`config.mk`:
```
export PLATFORM = sky130hd
export DESIGN_NAME = instr_fetch_flat
export DESIGN_NICKNAME = d
export VERILOG_FILES = /design/src/rtl/instr_fetch_if.sv /design/src/rtl/instr_fetch.sv /design/src/flat_wrapper.sv
export SDC_FILE = /design/constraint.sdc
export NUM_CORES = 1
export LEC_CHECK = 0
export ABC_AREA = 1
export CAP_MARGIN = 20
export CORE_MARGIN = 1
export CORE_UTILIZATION = 49
export CTS_BUF_LIST = sky130_fd_sc_hd__clkbuf_8
export CTS_CLUSTER_DIAMETER = 200
export DETAILED_ROUTE_END_ITERATION = 8
export PLACE_DENSITY = 0.78
export SLEW_MARGIN = 10
export SYNTH_ARGS = -nofsm -noshare
export SYNTH_HDL_FRONTEND = slang
export SYNTH_SLANG_ARGS = --single-unit
```
`constraint.sdc`:
```
create_clock -name i_clk -period 4.76 [get_ports i_clk]
set_input_delay 0.714 -clock i_clk [delete_from_list [all_inputs] [get_ports i_clk]]
set_output_delay 0.714 -clock i_clk [all_outputs]
set_load 0.05 [all_outputs]
```
`src/rtl/instr_fetch_if.sv`:
```
// Fetch-stage bus bundle: instruction-memory read port plus decoder valid/ready handshake.
// master = fetch stage, slave = memory/decoder side.
interface instr_fetch_if #(
    parameter int unsigned INS_ADDR_WIDTH = 10,
    parameter int unsigned INS_WIDTH      = 33
);
    logic                      imem_en;
    logic [INS_ADDR_WIDTH-1:0] imem_addr;
    logic [INS_WIDTH-1:0]      imem_rdata;
    logic [INS_WIDTH-1:0]      instruction;
    logic [INS_ADDR_WIDTH-1:0] pc;
    logic                      ins_valid;
    logic                      ins_ready;

    modport master (
        output imem_en,
        output imem_addr,
        input  imem_rdata,
        output instruction,
        output pc,
        output ins_valid,
        input  ins_ready
    );

    modport slave (
        input  imem_en,
        input  imem_addr,
        output imem_rdata,
        input  instruction,
        input  pc,
        input  ins_valid,
        output ins_ready
    );
endinterface

```
`src/rtl/instr_fetch.sv`:
```
// Instruction fetch: PC, credit-limited imem reads, prefetch FIFO, HALT detect and drain.
// `define INSTR_FETCH_PERF_EN adds saturating stall/fetch counters (o_stall_cycles, o_fetched_count).
module instr_fetch #(
    parameter int unsigned             INS_ADDR_WIDTH = 10,
    parameter int unsigned             ADDR_WIDTH     = 10,
    parameter int unsigned             OPCODE_WIDTH   = 3,
    parameter int unsigned             INS_WIDTH      = OPCODE_WIDTH + 3 * ADDR_WIDTH,
    parameter logic [OPCODE_WIDTH-1:0] HALT_OPCODE    = 3'b111,
    parameter int unsigned             FIFO_DEPTH     = 2
) (
    input  logic                      i_clk,
    input  logic                      i_rst,
    input  logic                      i_start,
    input  logic [INS_ADDR_WIDTH-1:0] i_start_pc,
    output logic                      o_busy,
    output logic                      o_halted,
`ifdef INSTR_FETCH_PERF_EN
    output logic [31:0]               o_stall_cycles,
    output logic [31:0]               o_fetched_count,
`endif
    instr_fetch_if.master             bus
);

    localparam int unsigned PTR_W  = $clog2(FIFO_DEPTH);
    localparam int unsigned CNT_W  = PTR_W + 1;
    localparam int unsigned OP_MSB = OPCODE_WIDTH + 3 * ADDR_WIDTH - 1;

    typedef enum logic [1:0] {
        StIdle,
        StFetch,
        StDrain,
        StHalted
    } state_e;

    state_e r_state;
    state_e w_state_next;

    logic [INS_ADDR_WIDTH-1:0] r_pc;
    logic [INS_ADDR_WIDTH-1:0] r_last_addr;
    logic                      r_inflight;

    logic [INS_WIDTH-1:0]      r_fifo_ins [FIFO_DEPTH];
    logic [INS_ADDR_WIDTH-1:0] r_fifo_pc  [FIFO_DEPTH];
    logic [PTR_W-1:0]          r_wr_ptr;
    logic [PTR_W-1:0]          r_rd_ptr;
    logic [CNT_W-1:0]          r_occ;

    logic                      w_start_acc;
    logic                      w_fetching;
    logic                      w_ret_halt;
    logic                      w_push;
    logic                      w_pop;
    logic                      w_valid;
    logic                      w_issue;
    logic [CNT_W-1:0]          w_credit;
    logic [OPCODE_WIDTH-1:0]   w_opcode;

    // ---------------------------------------------------------------- FSM
    always_ff @(posedge i_clk) begin
        if (i_rst) begin
            r_state <= StIdle;
        end else begin
            r_state <= w_state_next;
        end
    end

    always_comb begin
        w_state_next = r_state;
        unique case (r_state)
            StIdle:   if (i_start) w_state_next = StFetch;
            StFetch:  if (w_ret_halt) w_state_next = StDrain;
            StDrain:  if (r_occ == '0 && !r_inflight) w_state_next = StHalted;
            StHalted: if (i_start) w_state_next = StFetch;
            default:  w_state_next = StIdle;
        endcase
    end

    always_comb begin
        o_busy      = 1'b0;
        o_halted    = 1'b0;
        w_start_acc = 1'b0;
        w_fetching  = 1'b0;
        unique case (r_state)
            StIdle:   w_start_acc = i_start;
            StFetch: begin
                o_busy     = 1'b1;
                w_fetching = 1'b1;
            end
            StDrain:  o_busy = 1'b1;
            StHalted: begin
                o_halted    = 1'b1;
                w_start_acc = i_start;
            end
            default: ;
        endcase
    end

    // ------------------------------------------------------- issue / return
    assign w_valid  = (r_occ != '0);
    assign w_pop    = w_valid & bus.ins_ready;
    assign w_credit = r_occ + CNT_W'(r_inflight) - CNT_W'(w_pop);
    assign w_issue  = w_fetching && (w_credit < CNT_W'(FIFO_DEPTH));

    assign w_opcode   = bus.imem_rdata[OP_MSB -: OPCODE_WIDTH];
    assign w_ret_halt = r_inflight && (w_opcode == HALT_OPCODE);
    // Returns landing after HALT (DRAIN) are past the end of the program and are dropped.
    assign w_push     = w_fetching && r_inflight && (w_opcode != HALT_OPCODE);

    always_ff @(posedge i_clk) begin
        if (i_rst) begin
            r_pc        <= '0;
            r_last_addr <= '0;
            r_inflight  <= 1'b0;
        end else begin
            r_inflight <= w_issue;
            if (w_start_acc) begin
                r_pc <= i_start_pc;
            end else if (w_issue) begin
                r_pc <= r_pc + 1'b1;
            end
            if (w_issue) begin
                r_last_addr <= r_pc;
            end
        end
    end

    assign bus.imem_en   = w_issue;
    assign bus.imem_addr = w_issue ? r_pc : r_last_addr;

    // ----------------------------------------------------------- prefetch FIFO
    always_ff @(posedge i_clk) begin
        if (w_push) begin
            r_fifo_ins[r_wr_ptr] <= bus.imem_rdata;
            r_fifo_pc[r_wr_ptr]  <= r_last_addr;
        end
    end

    always_ff @(posedge i_clk) begin
        if (i_rst) begin
            r_wr_ptr <= '0;
            r_rd_ptr <= '0;
            r_occ    <= '0;
        end else begin
            if (w_push) begin
                r_wr_ptr <= r_wr_ptr + 1'b1;
            end
            if (w_pop) begin
                r_rd_ptr <= r_rd_ptr + 1'b1;
            end
            if (w_push && !w_pop) begin
                r_occ <= r_occ + 1'b1;
            end else if (!w_push && w_pop) begin
                r_occ <= r_occ - 1'b1;
            end
        end
    end

    assign bus.ins_valid   = w_valid;
    assign bus.instruction = w_valid ? r_fifo_ins[r_rd_ptr] : '0;
    assign bus.pc          = w_valid ? r_fifo_pc[r_rd_ptr] : '0;

    // ---------------------------------------------------- performance counters
`ifdef INSTR_FETCH_PERF_EN
    logic [31:0] r_stall_cycles;
    logic [31:0] r_fetched_count;

    always_ff @(posedge i_clk) begin
        if (i_rst || w_start_acc) begin
            r_stall_cycles  <= '0;
            r_fetched_count <= '0;
        end else begin
            if (w_valid && !bus.ins_ready && r_stall_cycles != '1) begin
                r_stall_cycles <= r_stall_cycles + 32'd1;
            end
            if (w_push && r_fetched_count != '1) begin
                r_fetched_count <= r_fetched_count + 32'd1;
            end
        end
    end

    assign o_stall_cycles  = r_stall_cycles;
    assign o_fetched_count = r_fetched_count;
`endif

    // ------------------------------------------------------------- assertions
    a_no_overflow: assert property (@(posedge i_clk) disable iff (i_rst)
        (w_push && !w_pop) |-> (r_occ < CNT_W'(FIFO_DEPTH)));

    a_no_underflow: assert property (@(posedge i_clk) disable iff (i_rst)
        w_pop |-> (r_occ != '0));

endmodule

```
`src/flat_wrapper.sv`:
```
// flat-port wrapper written by rule: the top's interface ports become plain ports
module instr_fetch_flat 
#(
    parameter int unsigned             INS_ADDR_WIDTH = 10,
    parameter int unsigned             ADDR_WIDTH     = 10,
    parameter int unsigned             OPCODE_WIDTH   = 3,
    parameter int unsigned             INS_WIDTH      = OPCODE_WIDTH + 3 * ADDR_WIDTH,
    parameter logic [OPCODE_WIDTH-1:0] HALT_OPCODE    = 3'b111,
    parameter int unsigned             FIFO_DEPTH     = 2
)
  (i_clk, i_rst, i_start, i_start_pc, o_busy, o_halted, bus_imem_en, bus_imem_addr, bus_imem_rdata, bus_instruction, bus_pc, bus_ins_valid, bus_ins_ready);
  instr_fetch_if #(.INS_ADDR_WIDTH(INS_ADDR_WIDTH), .INS_WIDTH(INS_WIDTH)) bus_i ();
  input  logic i_clk;
  input  logic i_rst;
  input  logic i_start;
  input  logic [INS_ADDR_WIDTH-1:0] i_start_pc;
  output logic o_busy;
  output logic o_halted;
  output wire logic [$bits(bus_i.imem_en)-1:0] bus_imem_en;
  output wire logic [$bits(bus_i.imem_addr)-1:0] bus_imem_addr;
  input wire logic [$bits(bus_i.imem_rdata)-1:0] bus_imem_rdata;
  output wire logic [$bits(bus_i.instruction)-1:0] bus_instruction;
  output wire logic [$bits(bus_i.pc)-1:0] bus_pc;
  output wire logic [$bits(bus_i.ins_valid)-1:0] bus_ins_valid;
  input wire logic [$bits(bus_i.ins_ready)-1:0] bus_ins_ready;
  assign bus_imem_en = bus_i.imem_en;
  assign bus_imem_addr = bus_i.imem_addr;
  assign bus_i.imem_rdata = bus_imem_rdata;
  assign bus_instruction = bus_i.instruction;
  assign bus_pc = bus_i.pc;
  assign bus_ins_valid = bus_i.ins_valid;
  assign bus_i.ins_ready = bus_ins_ready;
  instr_fetch #(.INS_ADDR_WIDTH(INS_ADDR_WIDTH), .ADDR_WIDTH(ADDR_WIDTH), .OPCODE_WIDTH(OPCODE_WIDTH), .INS_WIDTH(INS_WIDTH), .HALT_OPCODE(HALT_OPCODE), .FIFO_DEPTH(FIFO_DEPTH)) u_core (.i_clk(i_clk), .i_rst(i_rst), .i_start(i_start), .i_start_pc(i_start_pc), .o_busy(o_busy), .o_halted(o_halted), .bus(bus_i));
endmodule
```
==> results of run 1 <==
-- layout make-up --
cell class	count	share of cell area
clock buffers	17	0.03673
clock inverters	15	0.03005
inverters	48	0.02829
multi-input cells	306	0.2196
flip-flops and latches	114	0.4934
well taps	129	0.02534
repair buffers	107	0.1666
-- power by group through the flow --
stage	clock, mW	sequential (mW)	combinational [mW]
after floorplan	0	1.30	1.70
after global placement	0	1.33	2.34
after detailed placement	0	1.34	2.37
after CTS	0.969	1.32	2.38
after global routing	1.01	1.34	2.54
final	0.952	1.32	2.37
-- layout by cell type, fill, tap and decap left out, types with 3 or more instances in the layout --
| master | n |
|---|---|
| a21oi_1 | 53 |
| nand2_1 | 149 |
| o21ai_1 | 10 |
| o21ai_0 | 6 |
| nor2_2 | 6 |
| bufinv_16 | 4 |
| nand3_1 | 18 |
| clkinv_4 | 3 |
| edfxtp_1 | 86 |
| clkinv_1 | 3 |
| nor2_4 | 3 |
| inv_1 | 46 |
| nor2_1 | 41 |
| nand3_2 | 3 |
| ha_1 | 5 |
| clkbuf_8 | 17 |
| clkdlybuf4s50_1 | 103 |
| buf_4 | 4 |
| dfxtp_1 | 28 |
-- worst max-delay path by stage --
stage | to | slack, ps | cells after the start
finish | bus_imem_addr[5] | 950 | 8
global route | bus_imem_addr[2] | 810 | 9
CTS | bus_imem_addr[2] | 950 | 8
detailed placement | bus_imem_addr[0] | 1010 | 8
global placement | bus_imem_addr[6] | 1090 | 8
floorplan | u_core.r_fifo_ins[1][0] | 1570 | 3
-- routing by layer --
layer	vias up	part of all wire	track usage
met1	1702	0.44	0.2861
li1	1816	-	-
met4	0	0.011	0.08473
met5	-	0	0
met3	10	0.058	0.05728
met2	106	0.49	0.3496
-- through the flow --
| step | total power, mW | utilization | hold WS, ps |
|---|---|---|---|
| finish | 4.646 | 0.6797 | 470.4 |
| global route | 4.893 | 0.6797 | 479.0 |
| CTS | 4.672 | 0.6797 | 462.5 |
| detailed placement | 3.709 | 0.6343 | 446.7 |
| global placement | 3.666 | 0.6343 | 441.5 |
| floorplan | 3.003 | - | 425.6 |
-- logic make-up after synthesis --
logic type,count (synthesis),share of synthesized area
simple gates,227,0.1935
compound gates,72,0.07714
buf+inv,68,0.06026
xor+xnor,2,0.003637
fa+ha+maj,5,0.01299
flops,114,0.6525
-- flip-flops by register name, indices dropped and copies added (netlist names), named ones only --
name / count
u_core.r_fifo_ins: 66
u_core.r_fifo_pc: 20
u_core.r_inflight: 1
u_core.r_last_addr: 10
u_core.r_occ: 2
u_core.r_pc: 10
u_core.r_rd_ptr: 1
u_core.r_state: 2
u_core.r_wr_ptr: 1
==> results.toml, run 1 <==
[floorplanning]
dieWidth_um = 101.2
dieArea_mm2 = 0.01023
die_h_um = 101.2
io_pins = 104
num_rows = 35
start_util = 0.5140
coreArea_mm2 = 0.009371

[synth]
synth.area.top_cells = "edfxtp_1 54%, dfxtp_1 12%, nand2_1 12%, a21oi_1 5.5%, inv_1 3.5%"
synth_top_area_frac = 0.5361
syn_area_mm2 = 0.004817
ys.flop_type = "edfxtp_1"
avgSynthCellArea_um2 = 9.871
yosysUniqueCellTypes = 27
async_flop_share = 0
ys_top_cells_by_count = "149 x nand2_1, 86 x edfxtp_1, 53 x a21oi_1"
synth_nets = 540
synth_cells = 488
ys_seq_area_frac = 0.6525
synth_edf_count = 86
yosysTopAreaCell = "edfxtp_1"
yosysWarnings = 0
synth_most_common_cell = "nand2_1"
synth_seq_cells = 114

[worst_setup_path]
critPathKind = "input port to primary output"
regToRegStartpoint = "u_core.r_occ[1]"
slowest_stage = "clkdlybuf4s50_1"
cp.required_ps = 4050
crit_top_cell = "clkdlybuf4s50_1"
slowest_delay_ps = 820
cp-end-kind = "primary output"
worstPathCellList = "clkdlybuf4s50_1 -> inv_2 -> nand3_1 -> nand3_2 -> nand2_2 -> o21ai_1 -> inv_1 -> clkdlybuf4s50_1"
crit_family = "buffers and inverters"
start_kind = "input port"
cp_max_fo = 31
reg2reg_depth = 10
cp.buffers_inverters = 4
rrSetupSlack_ps = 2480
r2r-end = "u_core.r_occ[1]"
setup.worst_path.start = "bus_ins_ready"
arrival_ps = 3100

[power_and_ir_drop]
p_int_mw = 2.472
power.switching_mw = 2.174
ir_drop_uv = 714.0
comb_power_share = 0.511
pwr-share-seq = 0.285
pwr_density_cell_mw_per_mm2 = 729.3
power_frac_clock = 0.205
cellLeakagePower_nw = 2.472
switching_share = 0.4678

[sta]
period_minus_slack_ps = 3812
final_max_slew_viol_count = 0
fmax_mhz = 262.3
rsz0062_at_grt = "no"
worst_pin_slew_ps = 860.1
finalHoldViolations = 0
tns_ps = 0
setup_slack_ps = 948.1
clock_skew_ps = 13.34
max_slew_margin = 0.4248
setup_viol = 0
fin_crit_sh = 0.8008

[detailed_routing]
remaining_drc_errors = 0
first_pass_iters = 4
viasPerCell = 4.938
wl_per_cell_um = 14.26
drt_wl_total_um = 10490
via_count = 3634
drtAntennaViolNets = 0
initialDrtViolationCount = 97

[cells_and_area]
fin_area_mm2 = 0.006370
nets = 646
regArea_mm2 = 0.003143
diodes = 0
drive_gt1_frac = 0.08731
fillers = 739
multiInputGateArea_mm2 = 0.001399
syn2layout_area_growth_pct = 32.23
stdcell_count = 736

[status]
status = "finished, final reports clean"

[clocking]
numClockSinks = 114
ctsResizeCount = 0
post-cts-setup-buffer-count = 0
cts_hold_buf = 0
clk_pin_slew_ps = 70
cts_tree = "built"
clock_latency_ps = 420
cts_root_buffer = "clkbuf_8"
clockBufferDepth = 2
cts_max_level = 4
cts_inserted_buffers = 17

[global_route]
first_global_vias = 3570
grt_pass1_wl_um = 16800
grt_start_max_net_pins = 45
antenna_found_initial = 0
grt_overflow_total = 0
grtUsageTotal = 0.2182

[hold_path]
min_path_type = "flop to flop"
hp-start = "u_core.r_last_addr[8]"
holdPathEnd = "u_core.r_fifo_pc[1][8]"
holdPathStages = 0

[place]
dp_hpwl_um = 6858
placed_area_mm2 = 0.005944
gp_congestion = 0.7906
portBuffers = 103
place_ws_ps = 1005
dp.cells = 704

[run]
cap_violations = 0
Note: power is estimated with default switching activity, not from simulation.
==> run 2, diff against run 1 <==
clock period = 3.98 ns   (was 4.76 ns; I/O delays follow)
==> results.toml, run 2 (synthesized netlist as in run 1, its figures left out) <==
[status]
status = "finished, final reports clean"

[floorplanning]
start_util = 0.5140
die_h_um = 101.2
dieWidth_um = 101.2
coreArea_mm2 = 0.009371
dieArea_mm2 = 0.01023
io_pins = 104
num_rows = 35

[cells_and_area]
reg_top3 = "u_core.r_fifo_ins x66, u_core.r_fifo_pc x20"
regMostFlops = "u_core.r_fifo_ins"
diodes = 0
syn2layout_area_growth_pct = 28.99
fillers = 766
largest_register_ffs = 66
final_common_cell = "nand2_1"
regArea_mm2 = 0.003143
multiInputGateArea_mm2 = 0.001399
stdcell_count = 737
layout_common_cells = "149 x nand2_1, 86 x edfxtp_1, 60 x clkdlybuf4s50_1"
drive_gt1_frac = 0.1612
nets = 647

[worst_setup_path]
cp.required_ps = 3380
endpoint = "bus_imem_addr[7]"
reg2reg_depth = 10
critPathKind = "input port to primary output"
r2r-end = "u_core.r_occ[1]"
crit_top_cell = "clkdlybuf4s50_1"
setup.worst_path.start = "bus_ins_ready"
worstPathCellList = "clkdlybuf4s50_1 -> inv_2 -> nand3_1 -> nand3_2 -> nand2_2 -> nand2_1 -> o21ai_1 -> inv_1 -> clkdlybuf4s50_1"
cp-end-kind = "primary output"
arrival_ps = 2870
slowest_stage = "clkdlybuf4s50_1"
rrSetupSlack_ps = 1620
start_kind = "input port"
slowest_delay_ps = 700
regToRegStartpoint = "u_core.r_occ[1]"
cp_max_fo = 24

[global_route]
first_global_vias = 3630
grt_pass1_wl_um = 17080
grtUsageTotal = 0.2245
grt_start_max_net_pins = 45
grt_overflow_total = 0
antenna_found_initial = 0

[detailed_routing]
via_count = 3666
remaining_drc_errors = 0
drt_wl_total_um = 10780
wl_per_cell_um = 14.62
viasPerCell = 4.974
first_pass_iters = 4
drtAntennaViolNets = 0
initialDrtViolationCount = 135

[place]
dp_hpwl_um = 6874
gp_congestion = 0.8593
portBuffers = 103
dp.cells = 705

[power_and_ir_drop]
report.power.total_mw = 5.347
pwr-share-seq = 0.296
pwr_density_cell_mw_per_mm2 = 860.6
p_int_mw = 2.744
cellLeakagePower_nw = 2.539
ir_drop_uv = 720.5
switching_share = 0.4869
power_frac_clock = 0.183
comb_power_share = 0.521
power.switching_mw = 2.604

[sta]
max_slew_margin = 0.4215
period_minus_slack_ps = 3467
tns_ps = 0
clock_skew_ps = 10.89
worst_pin_slew_ps = 865.0
final_max_slew_viol_count = 0
setup_viol = 0
fin_crit_sh = 0.8711
finalHoldViolations = 0
fmax_mhz = 288.4
rsz0062_at_grt = "no"

[clocking]
ctsResizeCount = 0
cts_hold_buf = 0
cts_root_buffer = "clkbuf_8"
clk_pin_slew_ps = 60
numClockSinks = 114
cts_inserted_buffers = 17
clockBufferDepth = 2
clock_latency_ps = 430
cts_tree = "built"
post-cts-setup-buffer-count = 0
cts_max_level = 4

[hold_path]
min_path_type = "flop to flop"

[run]
cap_violations = 0
[run 2: power groups by stage]
stage	Clock [mW]	Combinational [mW]	Sequential, mW
final	0.979	2.79	1.58
after global routing	1.05	2.98	1.60
after CTS	0.998	2.80	1.58
after detailed placement	0	2.77	1.60
after global placement	0	2.74	1.59
after floorplan	0	2.04	1.55
[run 2: area by class of cell]
cell class | count | area share
Sequential cell | 114 | 0.5058
Inverter | 48 | 0.02900
Clock buffer | 20 | 0.04430
Clock inverter | 12 | 0.01510
Tap cell | 129 | 0.02598
Timing Repair Buffer | 108 | 0.1547
Multi-Input combinational cell | 306 | 0.2251
[run 2: per-stage QoR]
stage	util	hold slack, ps	area (µm²)	worst slack [ps]
2_1_floorplan	-	425.6	4817	903.3
3_3_place_gp	0.6236	438.3	5844	645.4
3_5_place_dp	0.6236	454.1	5844	565.1
4_1_cts	0.6630	470.4	6213	513.4
5_1_grt	0.6630	489.5	6213	382.2
6_report	0.6630	475.0	6213	512.9
[run 2: worst min path at each step]
stage / from / to / slack (ps) / cells after the start
floorplan: u_core.r_last_addr[1] / u_core.r_fifo_pc[0][1] / 430 / 0
detailed placement: u_core.r_last_addr[7] / u_core.r_fifo_pc[1][7] / 450 / 0
CTS: u_core.r_last_addr[7] / u_core.r_fifo_pc[0][7] / 470 / 0
finish: u_core.r_rd_ptr / u_core.r_rd_ptr / 470 / 1
global placement: u_core.r_last_addr[7] / u_core.r_fifo_pc[0][7] / 440 / 0
global route: u_core.r_last_addr[7] / u_core.r_fifo_pc[1][7] / 490 / 0
[run 2: critical path, delay by kind of cell]
| kind | cells | cell delay (ps) |
|---|---|---|
| buffers and inverters | 4 | 1350 |
| AND/OR/NAND/NOR | 4 | 760 |
| AO/OA/AOI/OAI | 1 | 150 |
[run 2: per-layer routing]
layer | share of wire | wire [µm] | up-vias | global-route usage
li1 | - | - | 1820 | -
met1 | 0.43 | 4581 | 1723 | 0.2721
met2 | 0.50 | 5344 | 107 | 0.3789
met3 | 0.062 | 669 | 16 | 0.06349
met4 | 0.017 | 182 | 0 | 0.09253
met5 | 0 | 0 | - | 0
